$ cat config.mk
export PLATFORM = sky130hd
export DESIGN_NAME = tdm_demux4
export DESIGN_NICKNAME = d
export VERILOG_FILES = /design/src/rtl/tdm_demux4_pkg.sv /design/src/rtl/tdm_demux4_slot_counter.sv /design/src/rtl/tdm_demux4.sv
export SDC_FILE = /design/constraint.sdc
export NUM_CORES = 1
export LEC_CHECK = 0
export CAP_MARGIN = 20
export CORE_ASPECT_RATIO = 1.5
export CORE_MARGIN = 4
export CORE_UTILIZATION = 40
export CTS_CLUSTER_SIZE = 30
export DETAILED_ROUTE_END_ITERATION = 7
export HOLD_SLACK_MARGIN = 0.08
export SLEW_MARGIN = 20
export SYNTH_ARGS = -nofsm -noshare
export SYNTH_HDL_FRONTEND = slang
export SYNTH_SLANG_ARGS = --single-unit
$ cat constraint.sdc
create_clock -name clk -period 1.9 [get_ports clk]
set_input_delay 0.57 -clock clk [delete_from_list [all_inputs] [get_ports clk]]
set_output_delay 0.57 -clock clk [all_outputs]
set_load 0.05 [all_outputs]
$ cat src/rtl/tdm_demux4_pkg.sv
// tdm_demux4_pkg: shared state type and channel/slot constants for the TDM demux
package tdm_demux4_pkg;
  typedef enum logic {HUNT, RUN} state_t;
  localparam int NUM_CH = 4;
  localparam int SLOT_W = 2;
endpackage

$ cat src/rtl/tdm_demux4_slot_counter.sv
// tdm_slot_counter: modulo-4 slot counter with synchronous load-to-1 and increment enable
module tdm_slot_counter
  import tdm_demux4_pkg::*;
(
  input  logic              clk,
  input  logic              rst_n,
  input  logic              load,
  input  logic              inc,
  output logic [SLOT_W-1:0] cnt
);
  // a sync sample always occupies slot 0, so the next slot is 1; otherwise count and wrap
  always_ff @(posedge clk or negedge rst_n)
    if (!rst_n) cnt <= '0;
    else if (load) cnt <= SLOT_W'(1);
    else if (inc) cnt <= cnt + 1'b1;
endmodule

$ cat src/rtl/tdm_demux4.sv
// tdm_demux4: four-channel TDM demultiplexer with frame-sync alignment and double-buffered outputs
module tdm_demux4
  import tdm_demux4_pkg::*;
#(
  parameter int WIDTH = 8
) (
  input  logic             clk,
  input  logic             rst_n,
  input  logic [WIDTH-1:0] din,
  input  logic             din_valid,
  input  logic             frame_sync,
  output logic [WIDTH-1:0] A,
  output logic [WIDTH-1:0] B,
  output logic [WIDTH-1:0] C,
  output logic [WIDTH-1:0] D,
  output logic [1:0]       slot,
  output logic             locked,
  output logic             frame_done,
  output logic             sync_err
);
  state_t state;
  logic [WIDTH-1:0] shadow [NUM_CH-1];
  logic load, inc, last, realign, wr;
  logic [SLOT_W-1:0] wr_idx;
  assign load    = din_valid && frame_sync;
  assign inc     = din_valid && !frame_sync && state == RUN;
  assign last    = inc && slot == SLOT_W'(NUM_CH - 1);
  assign realign = load && state == RUN && slot != '0;
  assign wr      = load || (inc && !last);
  assign wr_idx  = frame_sync ? '0 : slot;
  assign locked  = state == RUN;
  tdm_slot_counter u_cnt (
    .clk   (clk),
    .rst_n (rst_n),
    .load  (load),
    .inc   (inc),
    .cnt   (slot)
  );
  // slot-3 sample bypasses the shadow bank so the whole frame lands on A..D in one edge
  always_ff @(posedge clk or negedge rst_n)
    if (!rst_n) begin
      state      <= HUNT;
      A          <= '0;
      B          <= '0;
      C          <= '0;
      D          <= '0;
      frame_done <= 1'b0;
      sync_err   <= 1'b0;
      for (int i = 0; i < NUM_CH - 1; i++) shadow[i] <= '0;
    end else begin
      frame_done <= last;
      sync_err   <= realign;
      if (load) state <= RUN;
      if (wr) shadow[wr_idx] <= din;
      if (last) begin
        A <= shadow[0];
        B <= shadow[1];
        C <= shadow[2];
        D <= din;
      end
    end
endmodule

Yosys cells after proc, flatten, opt, wreduce, memory -nomap -nowiden
Cells that the tools add are included.
{"block": "totals", "ff_bits": 61, "input_bits": 12, "output_inout_bits": 37, "elab_cells": 35}
{"block": "op_classes", "addsub": 1, "n_lt_le_gt_ge": 2, "n_eq_ne": 1, "mux": 6, "n_bitwise": 1, "reduce_logical": 13}
{"operator": "$bwmux W24", "n": 1}
{"operator": "$demux W8 S2", "n": 1}
{"operator": "$logic_and A1 B1 Y1", "n": 8}
{"operator": "$mux W8", "n": 1}
{"operator": "$mux W2", "n": 3}
{"operator": "$reduce_bool A2 Y1", "n": 2}
{"operator": "$ge A3 B3 Y1 const B", "n": 1}
{"operator": "$lt A3 B1 Y1 const B", "n": 1}
{"operator": "$not A2 Y3", "n": 1}
{"operator": "$add A2 B1 Y2 const B", "n": 1}
{"operator": "$eq A2 B2 Y1 const B", "n": 1}
{"operator": "$logic_not A1 Y1", "n": 2}
{"operator": "$logic_or A1 B1 Y1", "n": 1}

Logic depth before layout (Yosys ltp)
Gate-level depths: netlist of run 1.
{"block": "logic_depth", "depth_word": 7, "ltp_mapped": 6, "ltp_nobuf": 5}

Modules after synthesis
From an unflattened synthesis of run 1, not the netlist that was laid out.
{"block": "unflattened", "hier_cells": 138, "hier_area_um2": 2352.3}
{"module": "tdm_demux4", "n_inst": 1, "cells_per_inst": 130, "area_per_inst_um2": 2252.2, "seq_area_each_um2": 1476.4}
{"module": "tdm_slot_counter", "n_inst": 1, "cells_per_inst": 8, "area_per_inst_um2": 100.1, "seq_area_each_um2": 50.0}

Least setup slack after synthesis of run 1
Ideal clock, no wire load.
{"block": "synth_timing", "path_kind": "register -> register", "from": "register u_cnt.cnt[1]", "to": "register shadow[16] (netlist bit)", "t_arrival_ns": 1.872, "t_required_ns": 1.775, "path_slack_ns": -0.097, "stages_incl_launch_ff": 5, "path_buffers": 0, "synth_period_minus_slack_ns": 1.997, "cell_sequence": "dfrtp_1 ha_1 nor4b_2 o21ai_2 mux2_2"}
{"block": "synth_via", "elab_chain_len": 7}
{"item": "start: declaration", "line_no": "tdm_demux4_slot_counter.sv:9", "source": "output logic [SLOT_W-1:0] cnt"}
{"item": "start signal: assignment", "line_no": "tdm_demux4_slot_counter.sv:15", "source": "else if (inc) cnt <= cnt + 1'b1;"}
{"item": "$mux W2", "line_no": "tdm_demux4.sv:30", "source": "assign wr_idx = frame_sync ? '0 : slot;"}
{"item": "$not A2 Y3 (not written as such)", "line_no": "tdm_demux4.sv:54", "source": "if (wr) shadow[wr_idx] <= din;"}
{"item": "$ge A3 B3 Y1 (not written as such) or $lt A3 B1 Y1 (tied branches)", "line_no": "tdm_demux4.sv:54"}
{"item": "$logic_and A1 B1 Y1 (not written as such)", "line_no": "tdm_demux4.sv:54"}
{"item": "$mux W8 (not written as such)", "line_no": "tdm_demux4.sv:54"}
{"item": "$demux W8 S2", "line_no": "tdm_demux4.sv:54"}
{"item": "$bwmux W24", "line_no": "tdm_demux4.sv:54"}
{"item": "end signal: indexed assignment", "line_no": "tdm_demux4.sv:54"}
{"item": "end: declaration", "line_no": "tdm_demux4.sv:22", "source": "logic [WIDTH-1:0] shadow [NUM_CH-1];"}
Several ways; a longest one is shown, not always the timed one.
A chain may end at the register's enable or synchronous reset.

Worst setup path after layout of run 1
{"block": "layout_timing", "from": "input port din_valid", "to": "register D[7]"}
{"block": "layout_via", "elab_chain_len": 3}
{"item": "start: declaration", "line_no": "tdm_demux4.sv:10", "source": "input logic din_valid,"}
{"item": "$logic_and A1 B1 Y1 (2 in series)", "line_no": "tdm_demux4.sv:26", "source": "assign inc = din_valid && !frame_sync && state == RUN;"}
{"item": "$logic_and A1 B1 Y1", "line_no": "tdm_demux4.sv:27", "source": "assign last = inc && slot == SLOT_W'(NUM_CH - 1);"}
{"item": "end signal: assignment", "line_no": "tdm_demux4.sv:59", "source": "D <= din;"}
{"item": "end: declaration", "line_no": "tdm_demux4.sv:15", "source": "output logic [WIDTH-1:0] D,"}
No other way between the ends.

==> impl_results.html, run 1 <==
<table>
<tr><th>Metric</th><th>Value</th></tr>
<tr><th colspan="2">Clock tree</th></tr>
<tr><td>Number of instances resized during post-cts repair</td><td>0</td></tr>
<tr><td>Number of buffers added by the clock tree synthesis step</td><td>9</td></tr>
<tr><td>Clock Latency Late Sink</td><td>0.34 ns</td></tr>
<tr><td>H-tree levels</td><td>3</td></tr>
<tr><td>Clock Root Buffer</td><td>clkbuf_8</td></tr>
<tr><td>Clock-pin slew on the worst setup and hold paths</td><td>0.07 ns</td></tr>
<tr><td>Deepest clock path buffer count</td><td>2</td></tr>
<tr><td>Total number of clock tree sinks</td><td>61</td></tr>
<tr><td>Post-CTS repair timing setup buffer count</td><td>0</td></tr>
<tr><td>Post-CTS Hold Buffers</td><td>0</td></tr>
<tr><td>TritonCTS clock tree</td><td>built</td></tr>
<tr><th colspan="2">Placed design</th></tr>
<tr><td>Buffers added on ports</td><td>48</td></tr>
<tr><td>Placer congestion estimate</td><td>slightly below 0.8</td></tr>
<tr><td>HPWL reported at the end of detailed placement</td><td>about 3600 um</td></tr>
<tr><th colspan="2">Final layout</th></tr>
<tr><td>Ant. Diodes</td><td>0</td></tr>
<tr><td>Ratio of cells with drive above 1 in the final layout</td><td>~60%</td></tr>
<tr><td>Area Growth Syn to Fin</td><td>33.9%</td></tr>
<tr><td>Post-layout net count</td><td>225</td></tr>
<tr><th colspan="2">Synthesis</th></tr>
<tr><td>Yosys warns</td><td>0</td></tr>
<tr><td>Netlist area before placement</td><td>2520 um^2</td></tr>
<tr><td>Sequential area share after synthesis</td><td>approximately three fifths</td></tr>
<tr><td>Post-synthesis register bit count</td><td>61</td></tr>
<tr><td>Syn Area/Cell</td><td>17.5 um^2</td></tr>
<tr><td>Synthesized Nets</td><td>158</td></tr>
<tr><td>Count of distinct cell types in the synthesized netlist</td><td>20</td></tr>
<tr><td>Synth Instances</td><td>144</td></tr>
<tr><th colspan="2">Run</th></tr>
<tr><td>Max-capacitance violation count</td><td>0</td></tr>
<tr><th colspan="2">Critical path</th></tr>
<tr><td>Kind of end point of the critical path</td><td>register</td></tr>
<tr><td>Crit path launch type</td><td>input pin</td></tr>
<tr><td>Required arrival time at the worst endpoint</td><td>2.12 ns</td></tr>
<tr><td>Maximum fanout encountered on the critical timing path</td><td>10</td></tr>
<tr><td>Signal arrival time at the worst endpoint</td><td>between 2 and 2.5 ns</td></tr>
<tr><td>Crit path kind</td><td>input pin to register</td></tr>
<tr><th colspan="2">Route</th></tr>
<tr><td>Antenna Violating Nets Remaining</td><td>0</td></tr>
<tr><td>Iteration-0 DRC count of the detailed router</td><td>22</td></tr>
<tr><td>1st-pass router iterations</td><td>4</td></tr>
<tr><td>Mean routed wirelength per cell</td><td>17.2 um</td></tr>
<tr><td>Remaining DRCs</td><td>0</td></tr>
<tr><td>DR vias</td><td>1427</td></tr>
<tr><td>Final WL</td><td>4990 um</td></tr>
<tr><td>Routed vias/inst</td><td>4.92</td></tr>
<tr><th colspan="2">STA</th></tr>
<tr><td>Max-slew violations</td><td>0</td></tr>
<tr><td>Setup violations, final</td><td>0</td></tr>
<tr><td>Fin Hold WS</td><td>0.117 ns</td></tr>
<tr><td>Hold Vio Cnt, Final</td><td>0</td></tr>
<tr><td>Max-Slew Margin vs Limit</td><td>approximately three quarters</td></tr>
<tr><td>Upper clock frequency limit</td><td>545 MHz</td></tr>
<tr><td>Slew of the pin with the lowest slew margin</td><td>around 0.37 ns</td></tr>
<tr><td>Clock skew</td><td>0.00788 ns</td></tr>
<tr><td>Unrepaired setup endpoints after global routing</td><td>false</td></tr>
<tr><td>Min Clock Period, post-route</td><td>approximately 1.8 ns</td></tr>
<tr><td>Share of the clock period used by the worst path after layout</td><td>96.7%</td></tr>
<tr><th colspan="2">Floorplanning</th></tr>
<tr><td>Area of the core</td><td>6130 um^2</td></tr>
<tr><td>Starting utilization of the core area</td><td>between 40% and 50%</td></tr>
<tr><td>Die area</td><td>7670 um^2</td></tr>
<tr><td>Std cell rows</td><td>35</td></tr>
<tr><td>Die Width</td><td>72.9 um</td></tr>
<tr><td>Die span in y</td><td>105 um</td></tr>
<tr><td>Boundary Pins</td><td>49</td></tr>
<tr><th colspan="2">Global routing</th></tr>
<tr><td>Overall Global Routing Usage</td><td>14.7%</td></tr>
<tr><td>Residual overflow from global routing</td><td>0</td></tr>
<tr><td>Number of antenna violations at the first check in global routing</td><td>0</td></tr>
<tr><td>Largest net degree at the start of global routing</td><td>29</td></tr>
<tr><td>Vias in the first global route</td><td>around 1.6k</td></tr>
<tr><td>Global-route wire length before repair</td><td>8360 um</td></tr>
<tr><th colspan="2">Power</th></tr>
<tr><td>Pwr Total</td><td>just over 0.006 W</td></tr>
<tr><td>Leakage Power</td><td>between 1.5 and 2 nW</td></tr>
<tr><td>Power density of the placed cells</td><td>1840 nW/um^2</td></tr>
<tr><td>Worst IR drop on VDD</td><td>between 800 and 900 uV</td></tr>
<tr><th colspan="2">Status</th></tr>
<tr><td>Status</td><td>completed</td></tr>
<tr><th colspan="2">Worst hold path</th></tr>
<tr><td>Worst hold-check path type</td><td>input pin to async pin</td></tr>
</table>
per-layer routing:
layer  track usage (%)  up-vias  wire, um
met1              16.3      737      1910
met4              7.92        0       114
met5                 0        -         0
met3              4.20       11       237
met2              24.7       34      2730
li1                  -      645         -
critical path, stage by stage:
cell	delay (ns)
clkdlybuf4s50_1	0.48
and3b_1	0.37
nand2_8	0.15
buf_12	0.18
mux2_4	0.29
flip-flops by register name (all words and copies together), names as in the netlist:
signal and cells:
B 8, A 8, C 8, u_cnt.cnt 2
locked 1, frame_done 1, D 8, shadow 24
sync_err 1
area by class of cell:
class / count / area, um^2
fill: 517 / 2750
tap: 74 / 92.6
timing repair buffer: 62 / 576
inverter: 3 / 11.3
sequential: 61 / 1530
clock buffer: 13 / 169
multi-input combinational: 74 / 912
clock inverter: 3 / 90.1
synth_stat cells:
cell,number,area share (%)
o21ai_2,1,0.35
buf_12,3,2.4
and4b_2,1,0.45
o21a_1,2,0.59
and3b_1,1,0.35
buf_6,1,0.45
dfrtp_1,61,60
mux2_2,27,12
nand2_8,1,0.79
ha_1,2,0.99
mux2_4,29,17
a21o_2,1,0.35
nor2_1,2,0.30
buf_2,2,0.40
nand3_1,2,0.40
nand3_2,2,0.79
o22a_1,1,0.35
nor4b_2,1,0.59
o22ai_1,1,0.25
inv_1,3,0.45
kinds of logic after synthesis:
| group | synth area share [%] |
|---|---|
| adder cells (fa/ha/maj) | 0.991 |
| AND/OR/NAND/NOR | 3.67 |
| flip-flops | 60.5 |
| multiplexers | 29.3 |
| buffers and inverters | 3.67 |
| AO/OA/AOI/OAI | 1.88 |
cell usage in the layout (no fill, tap or decap), drive strengths merged:
cell / n
buf: 52
mux2: 56
nor2: 2
a21o: 1
ha: 2
o22ai: 1
inv: 3
nand2: 1
clkbuf: 13
dfrtp: 61
bufinv: 3
and4b: 1
o21a: 2
o21ai: 1
nor4b: 1
and3b: 1
o22a: 1
clkdlybuf4s50: 10
nand3: 4
path summary, 6_finish.rpt:
kind                                   start    endpoint  slack, ns  cells past startpoint
worst min-delay path                   rst_n   shadow[3]       0.12                      1
max in group asynchronous              rst_n        A[7]       1.10                      2
worst max register to register  u_cnt.cnt[1]  shadow[18]       0.16                      5
worst min register to register     shadow[4]        C[4]       0.50                      1
worst max-delay path               din_valid        D[7]       0.06                      5
min in group clk                   shadow[4]        C[4]       0.50                      1
power breakdown:
group	switching [W]	internal (W)	leakage, nW
combinational	0.00154	0.00106	0.804
sequential	0.000322	0.00182	0.746
clock	0.000491	0.000980	0.130
metrics by stage:
step	TNS, ns	setup slack, ns	util [%]	cells	instance area [um^2]
2_1_floorplan	0	0.0117	-	144	2520
3_3_place_gp	-9.85	-0.250	50.8	274	3110
3_5_place_dp	-12.10	-0.302	50.8	274	3110
4_1_cts	0	0.0669	55.0	290	3370
5_1_grt	0	0.0334	55.1	290	3380
6_report	0	0.0636	55.1	290	3380
No activity file was read; power rests on OpenSTA's default activity.
==> run 2, diff against run 1 <==
--- a/config.mk
+++ b/config.mk
@@ -12,6 +12,7 @@
 export CTS_CLUSTER_SIZE = 30
 export DETAILED_ROUTE_END_ITERATION = 7
 export HOLD_SLACK_MARGIN = 0.08
+export PLACE_DENSITY = 0.67
 export SLEW_MARGIN = 20
 export SYNTH_ARGS = -nofsm -noshare
 export SYNTH_HDL_FRONTEND = slang
==> constraint.sdc (replaced) <==
create_clock -name clk -period 1.65 [get_ports clk]
set_input_delay 0.495 -clock clk [delete_from_list [all_inputs] [get_ports clk]]
set_output_delay 0.495 -clock clk [all_outputs]
set_load 0.05 [all_outputs]
==> run 2 against run 1 <==
Net effect:
- sequential power increased by 25%
- power increased by 31%
- wire length increased by 3.0%
- first-iteration DRC count increased to 2.6 times the previous value
- clock power about the same
- critical path type is now register to output port
- largest power group unchanged
- highest routed layer unchanged
==> impl_results.html, run 2 (same netlist as run 1, synthesis figures left out) <==
<table>
<tr><th>Metric</th><th>Value</th></tr>
<tr><th colspan="2">Final layout</th></tr>
<tr><td>Post-layout net count</td><td>229 (+1.8%)</td></tr>
<tr><td>Most frequent standard cell in the layout excluding fill and tap cells</td><td>dfrtp_1</td></tr>
<tr><td>Utilization of the core after routing</td><td>62.5% (+7.4 points)</td></tr>
<tr><td>Leading cell types in the layout, fill and taps excluded</td><td>58 x dfrtp_1, 41 x buf_12, 30 x mux2_4</td></tr>
<tr><td>Largest register FFs</td><td>24 (unchanged)</td></tr>
<tr><td>Ratio of cells with drive above 1 in the final layout</td><td>63.2% (+2.5 points)</td></tr>
<tr><td>Ant. Diodes</td><td>0 (unchanged)</td></tr>
<tr><td>Area Growth Syn to Fin</td><td>51.8%</td></tr>
<tr><td>Final-layout fill cell count</td><td>453 (-12%)</td></tr>
<tr><td>Largest Register</td><td>shadow</td></tr>
<tr><th colspan="2">Placed design</th></tr>
<tr><td>Buffers added on ports</td><td>48 (unchanged)</td></tr>
<tr><td>Placer congestion estimate</td><td>0.691 (-11%)</td></tr>
<tr><td>Pre-CTS setup slack</td><td>-0.473 ns (-0.172 ns)</td></tr>
<tr><td>HPWL reported at the end of detailed placement</td><td>3750 um (+2.7%)</td></tr>
<tr><th colspan="2">Critical path</th></tr>
<tr><td>Endpoint of the most critical setup path</td><td>slot[1]</td></tr>
<tr><td>Crit path kind</td><td>register to output port</td></tr>
<tr><td>Signal arrival time at the worst endpoint</td><td>1.14 ns (-0.91 ns)</td></tr>
<tr><td>Worst-case register-to-register setup slack</td><td>0.03 ns (-0.13 ns)</td></tr>
<tr><td>Reg2Reg Launch Point</td><td>u_cnt.cnt[1]</td></tr>
<tr><td>Crit Reg-Reg Endpoint</td><td>shadow[17]</td></tr>
<tr><td>Critical path, cell by cell</td><td>buf_8 -&gt; buf_12</td></tr>
<tr><td>CP max-delay cell</td><td>dfrtp_4</td></tr>
<tr><td>Kind of end point of the critical path</td><td>output port</td></tr>
<tr><td>Crit path launch type</td><td>register</td></tr>
<tr><td>Crit path launch</td><td>u_cnt.cnt[1]</td></tr>
<tr><td>Required arrival time at the worst endpoint</td><td>1.15 ns (-0.97 ns)</td></tr>
<tr><td>Critical Path Max Stage Delay</td><td>0.51 ns (+0.03 ns)</td></tr>
<tr><td>Maximum fanout encountered on the critical timing path</td><td>5 (-5)</td></tr>
<tr><td>Reg2reg path depth</td><td>5 (unchanged)</td></tr>
<tr><th colspan="2">Worst hold path</th></tr>
<tr><td>Worst hold-check path type</td><td>register to register</td></tr>
<tr><td>WHS Path Cells</td><td>1</td></tr>
<tr><th colspan="2">Route</th></tr>
<tr><td>DR vias</td><td>1439 (+0.84%)</td></tr>
<tr><td>Routed vias/inst</td><td>4.89 (-0.53%)</td></tr>
<tr><td>Iteration-0 DRC count of the detailed router</td><td>58 (+160%)</td></tr>
<tr><td>Mean routed wirelength per cell</td><td>17.5 um (+1.6%)</td></tr>
<tr><td>Antenna Violating Nets Remaining</td><td>0 (unchanged)</td></tr>
<tr><td>1st-pass router iterations</td><td>4 (unchanged)</td></tr>
<tr><td>Final WL</td><td>5140 um (+3.0%)</td></tr>
<tr><td>Remaining DRCs</td><td>0 (unchanged)</td></tr>
<tr><th colspan="2">Clock tree</th></tr>
<tr><td>Clock Root Buffer</td><td>clkbuf_8</td></tr>
<tr><td>Total number of clock tree sinks</td><td>61 (unchanged)</td></tr>
<tr><td>H-tree levels</td><td>3 (unchanged)</td></tr>
<tr><td>Clock-pin slew on the worst setup and hold paths</td><td>0.07 ns (about the same)</td></tr>
<tr><td>Clock Latency Late Sink</td><td>0.35 ns (about the same)</td></tr>
<tr><td>TritonCTS clock tree</td><td>built</td></tr>
<tr><td>Number of buffers added by the clock tree synthesis step</td><td>9 (unchanged)</td></tr>
<tr><td>Deepest clock path buffer count</td><td>2 (unchanged)</td></tr>
<tr><th colspan="2">Floorplanning</th></tr>
<tr><td>Die Width</td><td>72.9 um (unchanged)</td></tr>
<tr><td>Die span in y</td><td>105 um (unchanged)</td></tr>
<tr><td>Std cell rows</td><td>35 (unchanged)</td></tr>
<tr><td>Boundary Pins</td><td>49 (unchanged)</td></tr>
<tr><td>Starting utilization of the core area</td><td>41.2% (unchanged)</td></tr>
<tr><td>Area of the core</td><td>6130 um^2 (unchanged)</td></tr>
<tr><td>Die area</td><td>7670 um^2 (unchanged)</td></tr>
<tr><th colspan="2">STA</th></tr>
<tr><td>Upper clock frequency limit</td><td>612 MHz</td></tr>
<tr><td>Share of the clock period used by the worst path after layout</td><td>roughly 99%</td></tr>
<tr><td>Max-Slew Margin vs Limit</td><td>76.2% (+0.71 points)</td></tr>
<tr><td>Min Clock Period, post-route</td><td>1.64 ns</td></tr>
<tr><td>Setup_tns</td><td>0 ns (unchanged)</td></tr>
<tr><td>Hold Vio Cnt, Final</td><td>0 (unchanged)</td></tr>
<tr><td>Clock skew</td><td>0.00513 ns (-0.00274 ns)</td></tr>
<tr><td>Slew of the pin with the lowest slew margin</td><td>0.357 ns (-0.0106 ns)</td></tr>
<tr><td>Slack of the critical path</td><td>0.0148 ns (-0.0488 ns)</td></tr>
<tr><td>Max-slew violations</td><td>0 (unchanged)</td></tr>
<tr><td>Setup violations, final</td><td>0 (unchanged)</td></tr>
<tr><th colspan="2">Global routing</th></tr>
<tr><td>Residual overflow from global routing</td><td>0 (unchanged)</td></tr>
<tr><td>Number of antenna violations at the first check in global routing</td><td>0 (unchanged)</td></tr>
<tr><td>Vias in the first global route</td><td>1617 (-0.61%)</td></tr>
<tr><td>Global-route wire length before repair</td><td>8450 um (+0.99%)</td></tr>
<tr><td>Largest net degree at the start of global routing</td><td>48 (+66%)</td></tr>
<tr><td>Overall Global Routing Usage</td><td>14.7% (+0.082 points)</td></tr>
<tr><th colspan="2">Power</th></tr>
<tr><td>Worst IR drop on VDD</td><td>1180 uV (+47%)</td></tr>
<tr><td>Power density of the placed cells</td><td>2120 nW/um^2 (+15%)</td></tr>
<tr><td>Leakage Power</td><td>1.83 nW (+9.0%)</td></tr>
<tr><td>Pwr Total</td><td>0.00811 W (+31%)</td></tr>
<tr><th colspan="2">Run</th></tr>
<tr><td>Max-capacitance violation count</td><td>0 (unchanged)</td></tr>
<tr><th colspan="2">Status</th></tr>
<tr><td>Status</td><td>completed</td></tr>
</table>
[run 2: cell types whose count changed in the layout (fill, tap and decap cells not counted), moves of 2 or more]
cell             delta
dfrtp_1             -2
buf_4              -32
clkbuf_8            -2
dlygate4sd2_1       +2
buf_12             +34
clkdlybuf4s50_1     -2
clkinv_2            +2
[run 2: what timing repair did]
action                     CTS  global route
setup endpoints to repair   47             3
hold endpoints to repair    14             0
resized for setup            4             1
hold buffers                 1             0
pin swaps                    1             1
buffers inserted             1             2
[run 2: power by group]
part / internal (W) / total [W] / switching, W
Combinational: 0.00215 / 0.00395 / 0.00180
Clock: 0.000887 / 0.00148 / 0.000593
Sequential: 0.00210 / 0.00268 / 0.000578
[run 2: worst max-delay path, delay by kind of cell (launching register included)]
kind	cells	cell delay (ns)
DFF	1	0.51
buffers and inverters	2	0.29
[run 2: metrics by stage]
step	hold slack, ns	instance area [um^2]	std cells
after floorplan	0.199	2550	144
after global placement	0.419	3550	274
after detailed placement	0.422	3550	274
after CTS	0.510	3810	292
after global routing	0.524	3830	294
final	0.505	3830	294
[run 2: layer usage]
layer  routed length, um  track usage (%)  share of wire, %  vias to the layer above
li1                    -                -                 -                      661
met1                1920             16.5                37                      732
met2                2830             24.7                55                       37
met3                 279             4.77               5.4                        9
met4                 108             6.99               2.1                        0
met5                   0                0                 0                        -
[run 2: worst min-delay path by stage]
stage                     from         end  slack, ns
finish              shadow[21]        A[5]       0.51
global route        shadow[18]        A[2]       0.52
CTS                 shadow[21]        A[5]       0.51
detailed placement       rst_n  shadow[23]       0.42
global placement         rst_n  shadow[18]       0.42
floorplan                rst_n        A[0]       0.20
[run 2: area by class of cell]
cell class / instances / area [um^2] / area share (%)
tap: 74 / 92.6 / 2.42
clock buffer: 10 / 138 / 3.59
multi-input combinational: 74 / 931 / 24.3
inverter: 3 / 11.3 / 0.294
sequential: 61 / 1530 / 40.0
clock inverter: 6 / 86.3 / 2.25
timing repair buffer: 66 / 1040 / 27.1
==> run 3, diff against run 2 <==
--- a/config.mk
+++ b/config.mk
@@ -13,6 +13,7 @@
 export DETAILED_ROUTE_END_ITERATION = 7
 export HOLD_SLACK_MARGIN = 0.08
 export PLACE_DENSITY = 0.67
+export SKIP_CTS_REPAIR_TIMING = 1
 export SLEW_MARGIN = 20
 export SYNTH_ARGS = -nofsm -noshare
 export SYNTH_HDL_FRONTEND = slang
==> run 3 against run 2 <==
Net effect:
- global-route usage is 0.095 points lower
- power hardly changed
- combinational power hardly changed
- sequential cell count stayed put
- critical path type unchanged
- largest cell class unchanged
- highest routed layer unchanged
==> impl_results.html, run 3 (same netlist as run 1, synthesis figures left out) <==
<table>
<tr><th>Metric</th><th>Value</th></tr>
<tr><th colspan="2">Status</th></tr>
<tr><td>Status</td><td>completed</td></tr>
<tr><th colspan="2">Placed design</th></tr>
<tr><td>Placer congestion estimate</td><td>0.691 (unchanged)</td></tr>
<tr><td>HPWL reported at the end of detailed placement</td><td>3750 um (unchanged)</td></tr>
<tr><td>Buffers added on ports</td><td>48 (unchanged)</td></tr>
<tr><td>Pre-CTS setup slack</td><td>-0.473 ns (unchanged)</td></tr>
<tr><th colspan="2">Final layout</th></tr>
<tr><td>Area Growth Syn to Fin</td><td>52.8%</td></tr>
<tr><td>Post-layout net count</td><td>229 (unchanged)</td></tr>
<tr><td>Largest register FFs</td><td>24 (unchanged)</td></tr>
<tr><td>Leading cell types in the layout, fill and taps excluded</td><td>58 x dfrtp_1, 41 x buf_12, 30 x mux2_4</td></tr>
<tr><td>Most frequent standard cell in the layout excluding fill and tap cells</td><td>dfrtp_1</td></tr>
<tr><td>Ratio of cells with drive above 1 in the final layout</td><td>63.2% (unchanged)</td></tr>
<tr><td>Largest Register</td><td>shadow</td></tr>
<tr><td>Final-layout fill cell count</td><td>448 (-1.1%)</td></tr>
<tr><td>Storage cell area</td><td>1530 um^2 (unchanged)</td></tr>
<tr><td>Ant. Diodes</td><td>0 (unchanged)</td></tr>
<tr><td>Total area of multi-input combinational cells</td><td>931 um^2 (unchanged)</td></tr>
<tr><th colspan="2">Critical path</th></tr>
<tr><td>Worst Path Buf+Inv</td><td>2 (unchanged)</td></tr>
<tr><td>Kind of end point of the critical path</td><td>output port</td></tr>
<tr><td>Crit path launch</td><td>u_cnt.cnt[1]</td></tr>
<tr><td>Critical path, cell by cell</td><td>buf_8 -&gt; buf_12</td></tr>
<tr><td>CP max-delay cell</td><td>dfrtp_4</td></tr>
<tr><td>Reg2Reg Launch Point</td><td>u_cnt.cnt[1]</td></tr>
<tr><td>Maximum fanout encountered on the critical timing path</td><td>5 (unchanged)</td></tr>
<tr><td>Crit path launch type</td><td>register</td></tr>
<tr><td>Required arrival time at the worst endpoint</td><td>1.15 ns (about the same)</td></tr>
<tr><td>Crit path kind</td><td>register to output port</td></tr>
<tr><td>Critical Path Max Stage Delay</td><td>0.51 ns (about the same)</td></tr>
<tr><td>Top Family by Delay on Critical Path</td><td>flip-flops</td></tr>
<tr><td>Signal arrival time at the worst endpoint</td><td>1.14 ns (about the same)</td></tr>
<tr><th colspan="2">Power</th></tr>
<tr><td>Pwr Total</td><td>0.00811 W (about the same)</td></tr>
<tr><td>Worst IR drop on VDD</td><td>1180 uV (-0.14%)</td></tr>
<tr><td>Power density of the placed cells</td><td>2100 nW/um^2 (-0.66%)</td></tr>
<tr><td>Leakage Power</td><td>1.86 nW (+1.3%)</td></tr>
<tr><th colspan="2">Route</th></tr>
<tr><td>DR vias</td><td>1447 (+0.56%)</td></tr>
<tr><td>Remaining DRCs</td><td>0 (unchanged)</td></tr>
<tr><td>Mean routed wirelength per cell</td><td>18.1 um (+3.2%)</td></tr>
<tr><td>Antenna Violating Nets Remaining</td><td>0 (unchanged)</td></tr>
<tr><td>Iteration-0 DRC count of the detailed router</td><td>50 (-14%)</td></tr>
<tr><td>Final WL</td><td>5310 um (+3.2%)</td></tr>
<tr><td>1st-pass router iterations</td><td>3 (-1)</td></tr>
<tr><td>Routed vias/inst</td><td>4.92 (+0.56%)</td></tr>
<tr><th colspan="2">Clock tree</th></tr>
<tr><td>TritonCTS clock tree</td><td>built</td></tr>
<tr><td>Clock-pin slew on the worst setup and hold paths</td><td>0.07 ns (about the same)</td></tr>
<tr><td>H-tree levels</td><td>3 (unchanged)</td></tr>
<tr><td>Number of buffers added by the clock tree synthesis step</td><td>9 (unchanged)</td></tr>
<tr><td>Clock Latency Late Sink</td><td>0.34 ns (about the same)</td></tr>
<tr><td>Total number of clock tree sinks</td><td>61 (unchanged)</td></tr>
<tr><td>Clock Root Buffer</td><td>clkbuf_8</td></tr>
<tr><td>Deepest clock path buffer count</td><td>2 (unchanged)</td></tr>
<tr><th colspan="2">STA</th></tr>
<tr><td>Hold Vio Cnt, Final</td><td>0 (unchanged)</td></tr>
<tr><td>Unrepaired setup endpoints after global routing</td><td>true</td></tr>
<tr><td>Max-Slew Margin vs Limit</td><td>76.3% (+0.078 points)</td></tr>
<tr><td>Share of the clock period used by the worst path after layout</td><td>98.8% (-0.28 points)</td></tr>
<tr><td>Max-slew violations</td><td>0 (unchanged)</td></tr>
<tr><td>Slew of the pin with the lowest slew margin</td><td>0.355 ns (-0.00117 ns)</td></tr>
<tr><td>Upper clock frequency limit</td><td>613 MHz (+0.28%)</td></tr>
<tr><td>Clock skew</td><td>0.00773 ns (+0.00259 ns)</td></tr>
<tr><td>Setup violations, final</td><td>0 (unchanged)</td></tr>
<tr><td>Min Clock Period, post-route</td><td>1.63 ns (-0.00463 ns)</td></tr>
<tr><td>Slack of the critical path</td><td>0.0195 ns (+0.00463 ns)</td></tr>
<tr><th colspan="2">Floorplanning</th></tr>
<tr><td>Starting utilization of the core area</td><td>41.2% (unchanged)</td></tr>
<tr><td>Die span in y</td><td>105 um (unchanged)</td></tr>
<tr><td>Area of the core</td><td>6130 um^2 (unchanged)</td></tr>
<tr><td>Boundary Pins</td><td>49 (unchanged)</td></tr>
<tr><td>Std cell rows</td><td>35 (unchanged)</td></tr>
<tr><td>Die area</td><td>7670 um^2 (unchanged)</td></tr>
<tr><td>Die Width</td><td>72.9 um (unchanged)</td></tr>
<tr><th colspan="2">Global routing</th></tr>
<tr><td>Vias in the first global route</td><td>1611 (-0.37%)</td></tr>
<tr><td>Residual overflow from global routing</td><td>0 (unchanged)</td></tr>
<tr><td>Global-route wire length before repair</td><td>8430 um (-0.17%)</td></tr>
<tr><td>Number of antenna violations at the first check in global routing</td><td>0 (unchanged)</td></tr>
<tr><td>Largest net degree at the start of global routing</td><td>48 (unchanged)</td></tr>
<tr><td>Overall Global Routing Usage</td><td>14.7% (-0.095 points)</td></tr>
<tr><th colspan="2">Worst hold path</th></tr>
<tr><td>Worst hold-check path type</td><td>register to register</td></tr>
<tr><td>Hold Startpoint</td><td>shadow[21]</td></tr>
<tr><th colspan="2">Run</th></tr>
<tr><td>Max-capacitance violation count</td><td>0 (unchanged)</td></tr>
</table>
run 3: cell types whose count changed in the layout (fill, tap and decap cells not counted), sizes merged:
cell          before  now
dlygate4sd2        2    0
buf               55   54
dlymetal6s2s       0    2
clkbuf            10   11
run 3: stage by stage:
stage,hold slack [ns],area (um^2),std cells,utilization (%),TNS (ns)
finish,0.505,3850,294,62.9,0
global route,0.523,3850,294,62.9,-0.00681
CTS,0.0530,3780,290,61.6,-5.14
detailed placement,0.422,3550,274,58.0,-22.90
global placement,0.419,3550,274,58.0,-18.71
floorplan,0.199,2550,144,-,-0.00263
run 3: worst paths after layout:
check	end	slack (ns)	cells past startpoint
worst max-delay path	slot[1]	0.02	2
worst min-delay path	A[5]	0.51	1
worst max register to register	shadow[17]	0.03	5
worst min register to register	A[5]	0.51	1
max in group asynchronous	D[4]	0.50	3
min in group asynchronous	shadow[23]	0.59	2
run 3: report_power, final:
group,switching (W),leakage [nW],internal [W]
clock network,0.000584,0.112,0.000888
logic,0.00181,0.999,0.00215
registers,0.000577,0.745,0.00210
run 3: layout make-up:
class | instances | area share, %
clock buffer | 10 | 3.57
clock inverter | 6 | 2.24
inverter | 3 | 0.292
multi-input combinational | 74 | 24.1
sequential | 61 | 39.8
tap | 74 | 2.40
timing repair buffer | 66 | 27.6
run 3: metal layers:
| metal | global-route usage [%] | part of all wire (%) | up-vias |
|---|---|---|---|
| li1 | - | - | 658 |
| met1 | 16.7 | 37 | 745 |
| met2 | 24.7 | 56 | 38 |
| met3 | 4.58 | 4.8 | 6 |
| met4 | 6.33 | 1.9 | 0 |
| met5 | 0 | 0 | - |
